**config.mk**
```make
export PLATFORM = sky130hd
export DESIGN_NAME = intt_stage
export DESIGN_NICKNAME = d
export VERILOG_FILES = /design/src/rtl/intt_stage.sv
export SDC_FILE = /design/constraint.sdc
export NUM_CORES = 1
export LEC_CHECK = 0
export BUFFER_PORTS_ARGS = -buffer_cell sky130_fd_sc_hd__buf_2
export CAP_MARGIN = 20
export CORE_MARGIN = 5
export CORE_UTILIZATION = 55
export CTS_CLUSTER_DIAMETER = 50
export DETAILED_ROUTE_END_ITERATION = 8
export GPL_ROUTABILITY_DRIVEN = 0
export PLACE_DENSITY_LB_ADDON = 0.3
export SYNTH_ARGS = -nofsm -noshare
export SYNTH_HDL_FRONTEND = slang
export SYNTH_SLANG_ARGS = --single-unit
```
**constraint.sdc**
```tcl
create_clock -name clk -period 5.4 [get_ports clk]
set_clock_uncertainty 0.2 [all_clocks]
set_input_delay 0.54 -clock clk [delete_from_list [all_inputs] [get_ports clk]]
set_output_delay 0.54 -clock clk [all_outputs]
set_load 0.1 [all_outputs]
```
**src/rtl/intt_stage.sv**
```systemverilog
// Inverse-NTT pipeline stage: Gentleman-Sande butterfly (u=a+b, v=(a-b)*zeta*2^-16)
// followed by a delay commutator that re-pairs results for the next inverse stage.
module intt_stage #(
  parameter int STAGE         = 0,
  parameter int NTT_STAGE_CNT = 7,
  parameter int DATA_WIDTH    = 12,
  parameter int Q             = 3329,
  parameter int MUL_LAT       = 3,
  parameter int AS_LAT        = 1
) (
  input  logic                      clk,
  input  logic                      rst,
  input  logic                      in_en,
  input  logic [2*DATA_WIDTH-1:0]   in,
  output logic [NTT_STAGE_CNT-1:0]  rom_addr,
  input  logic [DATA_WIDTH-1:0]     rom_data,
  output logic                      out_en,
  output logic [2*DATA_WIDTH-1:0]   out
);

  localparam int W      = DATA_WIDTH;
  localparam int D      = (STAGE == NTT_STAGE_CNT - 1) ? 0 : (1 << STAGE);
  localparam int BF_LAT = 1 + AS_LAT + MUL_LAT;
  localparam int L      = BF_LAT + D;
  localparam int RW     = 16;
  localparam int MW     = RW + W + 2;

  // -Q^-1 mod 2^16 by Newton iteration (an odd q is its own inverse mod 8).
  function automatic logic [RW-1:0] neg_qinv(input int q);
    logic [RW-1:0] x;
    x = RW'(q);
    for (int i = 0; i < 5; i++) begin
      x = x * (RW'(2) - RW'(q) * x);
    end
    return (~x) + 1'b1;
  endfunction

  localparam logic [W:0]       Q_EXT    = (W+1)'(Q);
  localparam logic [MW-RW-1:0] Q_T      = (MW-RW)'(Q);
  localparam logic [RW-1:0]    QINV_NEG = neg_qinv(Q);

  logic [NTT_STAGE_CNT-1:0] pair_cnt_reg;
  logic [L-2:0]             vld_reg;
  logic [BF_LAT-2:0]        sel_reg;
  logic [2*W-1:0]           out_next;

  logic [W-1:0]   a_reg, b_reg, u_reg, diff_reg;
  logic [W-1:0]   u_dly [MUL_LAT-1];
  logic [2*W-1:0] prod_reg, prod_d_reg;
  logic [RW-1:0]  m_reg;

  logic [W:0]       sum_c;
  logic [W-1:0]     u_c, diff_c, v_c, a_c;
  logic [MW-1:0]    mont_c;
  logic [MW-RW-1:0] t_c;

  // Valid and commutator-phase bits travel alongside the data so that
  // gaps between frames and mid-frame resets need no extra bookkeeping.
  always_ff @(posedge clk or posedge rst) begin
    if (rst) begin
      pair_cnt_reg <= '0;
      rom_addr     <= '0;
      vld_reg      <= '0;
      sel_reg      <= '0;
      out_en       <= 1'b0;
      out          <= '0;
    end else begin
      pair_cnt_reg <= in_en ? pair_cnt_reg + 1'b1 : '0;
      rom_addr     <= pair_cnt_reg >> STAGE;
      vld_reg      <= {vld_reg[L-3:0], in_en};
      sel_reg      <= {sel_reg[BF_LAT-3:0], pair_cnt_reg[STAGE]};
      out_en       <= vld_reg[L-2];
      if (vld_reg[L-2]) begin
        out <= out_next;
      end
    end
  end

  always_comb begin
    sum_c  = {1'b0, a_reg} + {1'b0, b_reg};
    u_c    = (sum_c >= Q_EXT) ? W'(sum_c - Q_EXT) : sum_c[W-1:0];
    diff_c = (a_reg >= b_reg) ? (a_reg - b_reg)
                              : W'({1'b0, a_reg} + Q_EXT - {1'b0, b_reg});
  end

  // diff_reg lines up with rom_data, which arrives one cycle after rom_addr.
  always_ff @(posedge clk) begin
    a_reg      <= in[2*W-1:W];
    b_reg      <= in[W-1:0];
    u_reg      <= u_c;
    diff_reg   <= diff_c;
    prod_reg   <= (2*W)'(diff_reg) * (2*W)'(rom_data);
    m_reg      <= prod_reg[RW-1:0] * QINV_NEG;
    prod_d_reg <= prod_reg;
    u_dly[0]   <= u_reg;
    for (int i = 1; i < MUL_LAT - 1; i++) begin
      u_dly[i] <= u_dly[i-1];
    end
  end

  // Montgomery tail: (p + m*Q) is divisible by 2^16 and the quotient is < 2Q.
  always_comb begin
    mont_c = MW'(prod_d_reg) + MW'(m_reg) * MW'(Q_EXT);
    t_c    = mont_c[MW-1:RW];
    v_c    = (t_c >= Q_T) ? W'(t_c - Q_T) : W'(t_c);
  end

  assign a_c = u_dly[MUL_LAT-2];

  generate
    if (D == 0) begin : g_direct
      assign out_next = {a_c, v_c};
    end else begin : g_comm
      logic [W-1:0] bd_sr [D];
      logic [W-1:0] hi_sr [D];
      logic         sel;
      logic [W-1:0] lo, fifo_in;

      // sel=1 in the second half of each 2D block: A passes straight to the
      // low lane while delayed B is parked for the following half-block.
      assign sel      = sel_reg[BF_LAT-2];
      assign lo       = sel ? a_c : bd_sr[D-1];
      assign fifo_in  = sel ? bd_sr[D-1] : a_c;
      assign out_next = {hi_sr[D-1], lo};

      always_ff @(posedge clk) begin
        bd_sr[0] <= v_c;
        hi_sr[0] <= fifo_in;
        for (int i = 1; i < D; i++) begin
          bd_sr[i] <= bd_sr[i-1];
          hi_sr[i] <= hi_sr[i-1];
        end
      end
    end
  endgenerate

endmodule
```
**Word level (Yosys, flattened, before mapping)**

Memories as Yosys holds them, arrays and structs flattened. A register that Yosys moved wholly into a read port is not among the register bits.
Cells that the tools add are included.

- Magnitude comparators: 3
- Multiplexer cells: 6
- Add/sub/neg operators: 8
- Multiply operators: 3

Operator list:

| operator | count |
|---|---|
| 12-bit 2-to-1 mux | 5 |
| 24-bit by 28-bit adder with 29-bit output | 1 |
| 16-bit by 12-bit multiplier with 28-bit output, second input constant | 1 |
| 13-bit by 12-bit greater-or-equal comparator with 1-bit output, second input constant | 2 |
| 12-bit by 12-bit multiplier with 24-bit output | 1 |
| 12-bit subtractor | 2 |
| 12-bit subtractor, second input constant | 2 |
| 16-bit by 12-bit multiplier with 16-bit output, second input constant | 1 |
| 12-bit by 12-bit adder with 13-bit output | 1 |
| 12-bit adder, second input constant | 1 |
| 12-bit greater-or-equal comparator | 1 |
| 7-bit by 1-bit adder with 7-bit output, second input constant | 1 |
| 7-bit 2-to-1 mux | 1 |

- Input bits: 39
- Flip-flop bits (word level): 160
- Output and inout port bits: 32
- Memories: 3
- Bits in writable memories: 48

Memory list:

| memory | depth | bits a word | rd ports | clocked after memory_dff | write ports | line | source |
|---|---|---|---|---|---|---|---|
| u_dly | 2 | 12 | 2 | 0 | 2 | 48 | `logic [W-1:0] u_dly [MUL_LAT-1];` |
| g_comm.bd_sr | 1 | 12 | 1 | 0 | 1 | 114 | `logic [W-1:0] bd_sr [D];` |
| g_comm.hi_sr | 1 | 12 | 1 | 1 | 1 | 115 | `logic [W-1:0] hi_sr [D];` |

**Depth between registers and ports, before layout**

Gate-level depths: netlist of run 1.

- Word-level depth: 4
- Depth in mapped cells: 25
- Depth with buffers taken out: 24

**Worst setup path before layout of run 1**

No wires, ideal clock.

- Path kind: register to register
- Start point: register m_reg[2]
- End point: memory g_comm.bd_sr[0][7] (netlist bit)
- Slack: -0.487 ns
- Buffers on the path: 0
- Stages on the path, launching flop included: 21
- Setup time: 0.072 ns
- Data required time: 5.128 ns
- Clock period less this slack: 5.887 ns
- Data arrival time: 5.615 ns
- Cells stage by stage: dfxtp_1 > ha_1 > fa_1 > ha_1 > fa_1 > inv_1 > fa_1 > inv_1 > ha_1 > a21o_1 > o21bai_1 > a311oi_2 > a21boi_2 > or4_4 > a211oi_2 > nor2_1 > a311oi_4 > a21oi_2 > a311o_1 > a21oi_2 > xnor2_1

- Cells in the longest elaborated chain, start to end: 4
- Elaborated cells between the ends (all ways): 5

Ends and longest elaborated chain:

| item | line | source |
|---|---|---|
| start: declaration | 50 | `logic [RW-1:0] m_reg;` |
| start signal: assignment | 93 | `m_reg <= prod_reg[RW-1:0] * QINV_NEG;` |
| 16-bit by 12-bit multiplier with 28-bit output * | 103 | `mont_c = MW'(prod_d_reg) + MW'(m_reg) * MW'(Q_EXT);` |
| 24-bit by 28-bit adder with 29-bit output * | 103 |  |
| 12-bit subtractor / 13-bit by 12-bit greater-or-equal comparator with 1-bit output (equally long branches) | 105 | `v_c = (t_c >= Q_T) ? W'(t_c - Q_T) : W'(t_c);` |
| 12-bit 2-to-1 mux * | 105 |  |
| named net v_c[7] | 53 | `logic [W-1:0] u_c, diff_c, v_c, a_c;` |
| end: declaration | 114 |  |

Mark *: on every way through the listed nets, which the timed path passes. The rest lies on a longest branch.

**Worst setup path after layout of run 1**

- Start point: register m_reg[3]
- End point: memory g_comm.bd_sr[0][3] (netlist bit)

The elaborated chain is that of the path after synthesis.

==> results of run 1 <==
## synthesized netlist by cell type (15+ instances only)
library cell	number	area (sq um)
inv_1	331	1240
ha_1	251	3140
fa_1	200	4000
dfxtp_1	159	3180
nand2_1	115	432
and2_1	77	482
a21oi_1	72	360
xnor2_1	70	613
nor2_1	62	233
o21ai_0	49	245
dfrtp_1	47	1180
clkbuf_1	42	158
xor2_1	28	245
mux2_2	24	270
nand3_1	19	95.1
nor3_1	15	75.1
## routing by layer
layer / part of all wire, % / GRT usage, % / up-vias
li1: - / - / 5872
met1: 44 / 27.5 / 5923
met2: 50 / 36.2 / 220
met3: 3.3 / 2.87 / 70
met4: 2.5 / 5.92 / 0
met5: 0 / 0 / -
## per-stage QoR
| stage | area, sq um | util (%) |
|---|---|---|
| final | 20600 | 66.8 |
| after global routing | 20600 | 66.8 |
| after floorplan | 17500 | - |
| after global placement | 18900 | 61.2 |
| after CTS | 20200 | 65.7 |
| after detailed placement | 18900 | 61.2 |
## repair_timing
action	in CTS	in global routing
hold endpoints to repair	25	47
hold buffers	25	1
pin swaps	24	34
resized for setup	31	58
setup endpoints to repair	15	20
setup buffers	7	5
## cells by family after synthesis
kind of cell | share of synthesized area (%)
AOI/OAI and AO/OA | 8.35
xor gates and xnor gates | 4.97
adders and majority gates | 41.4
buffers and inverters | 8.26
DFF | 25.2
muxes | 2.38
and+or+nand+nor | 9.43
## worst register-to-register path, cell delays in order, from the launching register on
cell	delay (ns)
dfxtp_4	0.36
ha_4	0.24
fa_1	0.47
ha_1	0.31
fa_1	0.49
inv_1	0.05
fa_1	0.48
inv_2	0.05
ha_4	0.21
a21o_1	0.17
o21bai_4	0.19
a311oi_4	0.28
a21boi_4	0.11
or4_4	0.45
a211o_1	0.37
a2111oi_4	0.37
a311oi_4	0.11
buf_4	0.19
a211oi_2	0.21
o31ai_1	0.11
o21ai_1	0.11
xor2_1	0.15
## area by class of cell
cell class / count / area [sq um]
multi-input combinational: 1141 / 12000
fill: 2272 / 10200
sequential: 206 / 4390
timing repair buffer: 208 / 1480
inverter: 331 / 1240
clock buffer: 32 / 693
tap: 396 / 495
clock inverter: 16 / 254
## worst paths after layout
| kind | startpoint | endpoint | slack [ns] | depth (start not counted) |
|---|---|---|---|---|
| worst max-delay path | m_reg[3]$_DFF_P_ | g_comm.bd_sr[0][3]$_DFF_P_ | -0.32 | 21 |
| worst min-delay path | prod_reg[23]$_DFF_P_ | prod_d_reg[23]$_DFF_P_ | 0.12 | 0 |
| worst max register to register | m_reg[3]$_DFF_P_ | g_comm.bd_sr[0][3]$_DFF_P_ | -0.32 | 21 |
| worst min register to register | prod_reg[23]$_DFF_P_ | prod_d_reg[23]$_DFF_P_ | 0.12 | 0 |
| max in group asynchronous | rst | out[6]$_DFFE_PP0P_ | 4.39 | 4 |
| min in group asynchronous | rst | vld_reg[2]$_DFF_PP0_ | 0.39 | 4 |
==> impl_metrics.toml, run 1 <==
[clock_tree]
number_of_cts_inserted_buffers = 26
cts_buffer_depth = 3
tritoncts = "yes"
clkTransAtPathRegs_ns = 0.06
clkSinkCount = 206
h-tree-depth = 1
worstSkewPairLatency_ns = 0.53
cts-root-buf = "clkbuf_16"

[final_layout]
areaGrowthSynthToFinish_pct = 19.2
post_layout_nonfiller_instances = 2330
final_layout_size_suffix_gt1_share_pct = 18.1
final_common_cell = "inv_1"
final_cell_mix = "323 x inv_1, 236 x ha_1, 199 x fa_1"
nNetsFinal = 2404
n_antenna_cell = 0

[sta]
layout_worst_path_cycle_share_pct = 106
setup-violations-final = 12
period_needed_ns = 5.72
worstMarginPinSlew_ns = 1.13
max_transition_viols_final = 0
rsz0062_at_grt = "true"
fin_tns_setup_ns = -3.06
clock.fmax_mhz = 175
finalHoldWorstSlack_ns = 0.125
worst_slew_margin_rel_pct = 24.3
timing.final.hold_violations = 0
final_critical_path_setup_slack_ns = -0.318

[yosys]
syn-cell-area_sq_mm = 0.0173
postSynthRegisterBits = 206
synth_async_sr_flop_share_pct = 22.8
post_synth_inst_count = 1725
avgSynthCellArea_sq_um = 10.0
synthDistinctLibCells = 64
yosys_warnings = 0
mappedNetlistNets = 2215
ys.flop_type = "dfxtp_1"
synth-edff-count = 0
yosysSeqAreaShare_pct = 25.2

[floorplan]
rows = 64
initial_core_util_pct = 56.0
die_width_um = 187
count_of_boundary_i_o_pins = 71
fp.coreArea_sq_mm = 0.0308
die_y_um = 187
die_area_sq_mm = 0.0350

[routing]
first_pass_iters = 8
wl_um = 35800
detailroute.via_count = 12100
detail_routed_via_count_per_cell = 5.19
drc = 0
drt_iter0_markers = 508
routed_length_per_placed_instance_um = 15.4
remaining_antenna_violation_count_after_routing = 0

[critical_path]
critPathArrivalTime_ns = 5.98
crit_type = "reg2reg"
cells_along_the_critical_path = "ha_4, fa_1, ha_1, fa_1, inv_1, fa_1, inv_2, ha_4, a21o_1, o21bai_4, a311oi_4, a21boi_4, or4_4, a211o_1, a2111oi_4, a311oi_4, buf_4, a211oi_2, o31ai_1, o21ai_1, xor2_1"
peak_fanout_along_the_critical_path = 3
cell_family_with_the_largest_share_of_critical_path_delay = "adder cells"
setup.worst_path.end_class = "flip-flop"
cp.buffers_inverters = 3
most_used_cell_cp = "fa_1"
cp-start-kind = "flip-flop"
worst_path_max_delay_cell = "fa_1"
largest_stage_delay_on_the_critical_path_ns = 0.49
worst_ep_required_time_ns = 5.66

[global_routing]
grt_overflow = 0
initial_antenna_violation_count = 0
grt_pass1_wl_um = 62000
grt_pass1_vias = 13200
pin_count_of_the_biggest_net_entering_global_routing = 48
grt_util_all_layers_pct = 20.9

[placed_design]
dp.final_hpwl_um = 28600
dp_worst_setup_slack_ns = -0.319
port_bufs = 70
place.detailed.instances = 2242

[min_path]
min_path_type = "reg2reg"

[run_status]
run_status = "finished, violations left"
violations = "negative setup slack"

[flow_run]
drv.max_cap_violation_count = 0
Power of run 1 is left out: the tool's default activity adds up to more than one toggle a clock period on the data nets, which glitch-free logic cannot reach.
==> inputs of run 2 (changes only) <==
- SETUP_SLACK_MARGIN: unset -> 0.02
==> impl_metrics.toml, run 2 (same netlist as run 1, synthesis figures left out) <==
[run_status]
run_status = "finished, violations left"
violations = "negative setup slack"

[sta]
worst_slew_margin_rel_pct = 37.4
worstMarginPinSlew_ns = 0.937
period_needed_ns = 5.69
layout_worst_path_cycle_share_pct = 105
rsz0062_at_grt = "true"
clock.fmax_mhz = 176
final_critical_path_setup_slack_ns = -0.294
timing.final.hold_violations = 0
setup-violations-final = 12
max_transition_viols_final = 0

[flow_run]
drv.max_cap_violation_count = 0

[final_layout]
n_antenna_cell = 0
filler_cell_count = 2363
final_common_cell = "inv_1"
final_layout_size_suffix_gt1_share_pct = 16.8
final_cell_mix = "325 x inv_1, 237 x ha_1, 199 x fa_1"
nNetsFinal = 2396
utilization_after_layout_pct = 65.3
post_layout_nonfiller_instances = 2318
areaGrowthSynthToFinish_pct = 16.6

[critical_path]
peak_fanout_along_the_critical_path = 5
cp-start-kind = "flip-flop"
crit-reg2reg-capture = "g_comm.bd_sr[0][7]$_DFF_P_"
critPathArrivalTime_ns = 5.90
rr_worst_depth = 22
setup.worst_path.end_class = "flip-flop"
worst_ep_required_time_ns = 5.61
reg2reg_launch_point = "m_reg[1]$_DFF_P_"
reg2reg_setup_slack_ns = -0.29
crit_type = "reg2reg"

[placed_design]
place.detailed.instances = 2242
port_bufs = 70
dp.final_hpwl_um = 28500
dp_worst_setup_slack_ns = -0.299

[global_routing]
grt_overflow = 0
grt_pass1_vias = 13000
grt_util_all_layers_pct = 20.2
pin_count_of_the_biggest_net_entering_global_routing = 48
grt_pass1_wl_um = 60300
initial_antenna_violation_count = 0

[floorplan]
die_y_um = 187
die_area_sq_mm = 0.0350
initial_core_util_pct = 56.0
fp.coreArea_sq_mm = 0.0308
rows = 64
count_of_boundary_i_o_pins = 71
die_width_um = 187

[routing]
drc = 0
routed_length_per_placed_instance_um = 14.8
detail_routed_via_count_per_cell = 5.17
first_pass_iters = 5
drt_iter0_markers = 492
detailroute.via_count = 12000
wl_um = 34400
remaining_antenna_violation_count_after_routing = 0

[clock_tree]
worstSkewPairLatency_ns = 0.51
h-tree-depth = 1
cts_buffer_depth = 3
clkSinkCount = 206
cts-root-buf = "clkbuf_16"
clkTransAtPathRegs_ns = 0.06
number_of_cts_inserted_buffers = 22
tritoncts = "yes"

[min_path]
min_path_type = "in2async"
==> run 2: cell types whose count changed in the layout (fill, tap and decap cells not counted), moves of 3 or more <==
cell,before,now
clkbuf_16,26,23
dfxtp_2,6,9
o21ai_1,9,5
xnor2_1,67,70
o21ai_0,39,42
dfxtp_1,146,143
bufinv_16,5,0
xnor2_2,3,0
nand2_1,110,113
==> run 2: cell type report <==
class / instances / area [sq um] / area share [%]
clock buffer: 30 / 632 / 3.14
inverter: 331 / 1240 / 6.17
tap: 396 / 495 / 2.46
sequential: 206 / 4400 / 21.8
timing repair buffer: 204 / 1440 / 7.14
multi-input combinational: 1141 / 11800 / 58.8
clock inverter: 10 / 85.1 / 0.423
==> run 2: metal layers <==
| layer | vias up | wire (um) | GRT usage, % |
|---|---|---|---|
| li1 | 5837 | - | - |
| met1 | 5907 | 15500 | 26.8 |
| met2 | 184 | 17100 | 35.3 |
| met3 | 51 | 1060 | 2.69 |
| met4 | 0 | 792 | 5.20 |
| met5 | - | 0 | 0 |
==> run 2: worst max path at each step <==
stage                           from                     endpoint  slack (ns)  depth (start not counted)
global route        m_reg[1]$_DFF_P_  g_comm.bd_sr[0][11]$_DFF_P_       -0.49                         23
floorplan           m_reg[2]$_DFF_P_   g_comm.bd_sr[0][7]$_DFF_P_       -0.05                         22
CTS                 m_reg[2]$_DFF_P_   g_comm.bd_sr[0][7]$_DFF_P_       -0.23                         22
finish              m_reg[1]$_DFF_P_   g_comm.bd_sr[0][7]$_DFF_P_       -0.29                         22
detailed placement  m_reg[3]$_DFF_P_  g_comm.bd_sr[0][11]$_DFF_P_       -0.30                         23
global placement    m_reg[4]$_DFF_P_  g_comm.bd_sr[0][11]$_DFF_P_       -0.20                         22
==> run 2: timing repair <==
| item | 4_1_cts | 5_1_grt |
|---|---|---|
| pin swaps | 5 | 10 |
| resized for setup | 19 | 38 |
| endpoints found under the setup margin | 16 | 20 |
| gates cloned | 0 | 0 |
| endpoints found under the hold margin | 25 | 0 |
| setup buffers | 5 | 6 |
| hold buffers | 25 | 0 |
==> run 2: through the flow <==
step	cell area (sq um)	hold slack (ns)	setup TNS, ns
after detailed placement	18900	0.112	-3.43
final	20100	0.0363	-2.64
after CTS	19900	0.0473	-1.20
after global placement	18900	0.111	-1.78
after global routing	20100	0.116	-4.81
after floorplan	17500	0.110	-0.0753
==> run 2: critical path, cell delays in order (launching register included) <==
cell and delay (ns):
dfxtp_4 0.36, ha_4 0.26, inv_2 0.03, fa_1 0.48, inv_2 0.04, ha_4 0.15, fa_1 0.51, inv_1 0.05
fa_1 0.48, inv_2 0.04, ha_4 0.22, a21o_1 0.17, o21bai_4 0.19, a311oi_4 0.30, a21boi_2 0.12, or4_4 0.47
a211o_1 0.33, a2111oi_4 0.36, a311oi_4 0.12, a21oi_4 0.28, a311o_1 0.23, a21oi_2 0.07, xnor2_1 0.12
Power of run 2 is left out for the same reason.
==> inputs of run 3 (changes only) <==
--- a/config.mk
+++ b/config.mk
@@ -7,3 +7,3 @@
 export LEC_CHECK = 0
-export BUFFER_PORTS_ARGS = -buffer_cell sky130_fd_sc_hd__buf_2
+export BUFFER_PORTS_ARGS = -buffer_cell sky130_fd_sc_hd__buf_4
 export CAP_MARGIN = 20
==> constraint.sdc (replaced) <==
create_clock -name clk -period 5.4 [get_ports clk]
set_clock_uncertainty 0.2 [all_clocks]
set_input_delay 0 -clock clk [delete_from_list [all_inputs] [get_ports clk]]
set_output_delay 0 -clock clk [all_outputs]
set_load 0.1 [all_outputs]
==> impl_metrics.toml, run 3 (same netlist as run 1, synthesis figures left out) <==
[clock_tree]
clkTransAtPathRegs_ns = 0.06
cts-root-buf = "clkbuf_16"
h-tree-depth = 1
number_of_cts_inserted_buffers = 28
tritoncts = "yes"
clkSinkCount = 206
cts_buffer_depth = 3
worstSkewPairLatency_ns = 0.53

[placed_design]
dp_worst_setup_slack_ns = -0.371
dp.final_hpwl_um = 28900
placedInstanceArea_sq_mm = 0.0189
port_bufs = 70

[sta]
rsz0062_at_grt = "true"
max_transition_viols_final = 0
period_needed_ns = 5.70
setup-violations-final = 12
clock.fmax_mhz = 175
worstMarginPinSlew_ns = 1.09
final_critical_path_setup_slack_ns = -0.304
layout_worst_path_cycle_share_pct = 106
timing.final.hold_violations = 0
worst_slew_margin_rel_pct = 27.6

[final_layout]
utilization_after_layout_pct = 67.8
areaGrowthSynthToFinish_pct = 21.0
stdcell_area_sq_mm = 0.0209
final_common_cell = "inv_1"
final_layout_size_suffix_gt1_share_pct = 17.0
nNetsFinal = 2411
final_cell_mix = "323 x inv_1, 235 x ha_1, 198 x fa_1"

[floorplan]
count_of_boundary_i_o_pins = 71
die_y_um = 187
initial_core_util_pct = 56.0
die_width_um = 187
fp.coreArea_sq_mm = 0.0308
rows = 64
die_area_sq_mm = 0.0350

[min_path]
min_path_type = "in2reg"

[routing]
drc = 0
first_pass_iters = 5
routed_length_per_placed_instance_um = 15.7
detail_routed_via_count_per_cell = 5.24
wl_um = 36700
detailroute.via_count = 12300
drt_iter0_markers = 532
remaining_antenna_violation_count_after_routing = 0

[run_status]
run_status = "finished, violations left"
violations = "negative setup slack"

[critical_path]
cp-start-kind = "flip-flop"
setup.worst_path.end_class = "flip-flop"
worst_path_max_delay_cell = "fa_1"
crit_type = "reg2reg"
reg2reg_setup_slack_ns = -0.30
cells_along_the_critical_path = "ha_4, inv_2, fa_1, inv_2, ha_4, fa_1, inv_1, fa_1, inv_2, ha_4, a21o_1, o21bai_4, a311oi_4, buf_4, a21oi_2, o311ai_1, buf_4, a211oi_4, buf_4, and3_1, nor3_1, o21ai_0, a221oi_1, a22oi_1"
largest_stage_delay_on_the_critical_path_ns = 0.50
cell_family_with_the_largest_share_of_critical_path_delay = "adder cells"
cp.buffers_inverters = 7
peak_fanout_along_the_critical_path = 3
critPathArrivalTime_ns = 5.91
worst_ep_required_time_ns = 5.61

[flow_run]
drv.max_cap_violation_count = 0

[global_routing]
grt_pass1_vias = 13200
pin_count_of_the_biggest_net_entering_global_routing = 48
grt_pass1_wl_um = 62600
initial_antenna_violation_count = 1
grt_util_all_layers_pct = 21.1
grt_overflow = 0
run 3: changes by cell type in the layout (fill, tap and decap cells not counted), moves of 3 or more:
cell           delta
buf_2            -71
buf_4            +46
buf_6             +4
clkbuf_16         +6
clkinv_8          +4
dlygate4sd3_1    +30
ha_4              +4
inv_8             +5
o21ai_0           -3
run 3: through the flow:
step                hold WS, ns  TNS [ns]  cells
floorplan                -0.172   -0.0753   1725
global placement        -0.0957     -1.43   2222
detailed placement      -0.0944     -3.41   2222
CTS                      0.0425     -2.28   2330
global route             0.0763     -3.70   2340
finish                   0.0571     -2.17   2340
run 3: cell type report:
type / count / area (sq um)
Multi-Input combinational cell: 1141 / 12000
Fill cell: 2292 / 9930
Sequential cell: 206 / 4390
Timing Repair Buffer: 213 / 1770
Inverter: 331 / 1240
Clock buffer: 34 / 774
Tap cell: 396 / 495
Clock inverter: 18 / 223
Antenna cell: 1 / 2.50
run 3: final timing paths:
check / start / end / cells past startpoint
max: m_reg[2]$_DFF_P_ / g_comm.bd_sr[0][11]$_DFF_P_ / 24
min: rom_data[2] / prod_reg[2]$_DFF_P_ / 5
max reg2reg: m_reg[2]$_DFF_P_ / g_comm.bd_sr[0][11]$_DFF_P_ / 24
min reg2reg: prod_reg[21]$_DFF_P_ / prod_d_reg[21]$_DFF_P_ / 0
max in group asynchronous: rst / rom_addr[2]$_DFF_PP0_ / 5
min in group asynchronous: rst / out[9]$_DFFE_PP0P_ / 4
run 3: tightest hold or removal path, cell delays in order:
cell	delay [ns]
buf_4	0.16
nand2_1	0.10
fa_1	0.17
inv_1	0.05
ha_1	0.27
run 3: metal layers:
| metal | vias up | part of all wire (%) | track usage, % |
|---|---|---|---|
| met5 | - | 0 | 0 |
| met4 | 0 | 2.4 | 5.55 |
| met3 | 64 | 3.9 | 2.61 |
| met2 | 268 | 51 | 37.7 |
| met1 | 6044 | 43 | 27.2 |
| li1 | 5893 | - | - |
run 3: timing repair:
item / in CTS / in global routing
gates resized for setup: 13 / 75
hold buffers: 54 / 1
endpoints found under the hold margin: 84 / 17
setup buffers: 2 / 6
setup endpoints to repair: 16 / 20
cloned: 0 / 0
pin swaps: 5 / 21
Power of run 3 is left out for the same reason.
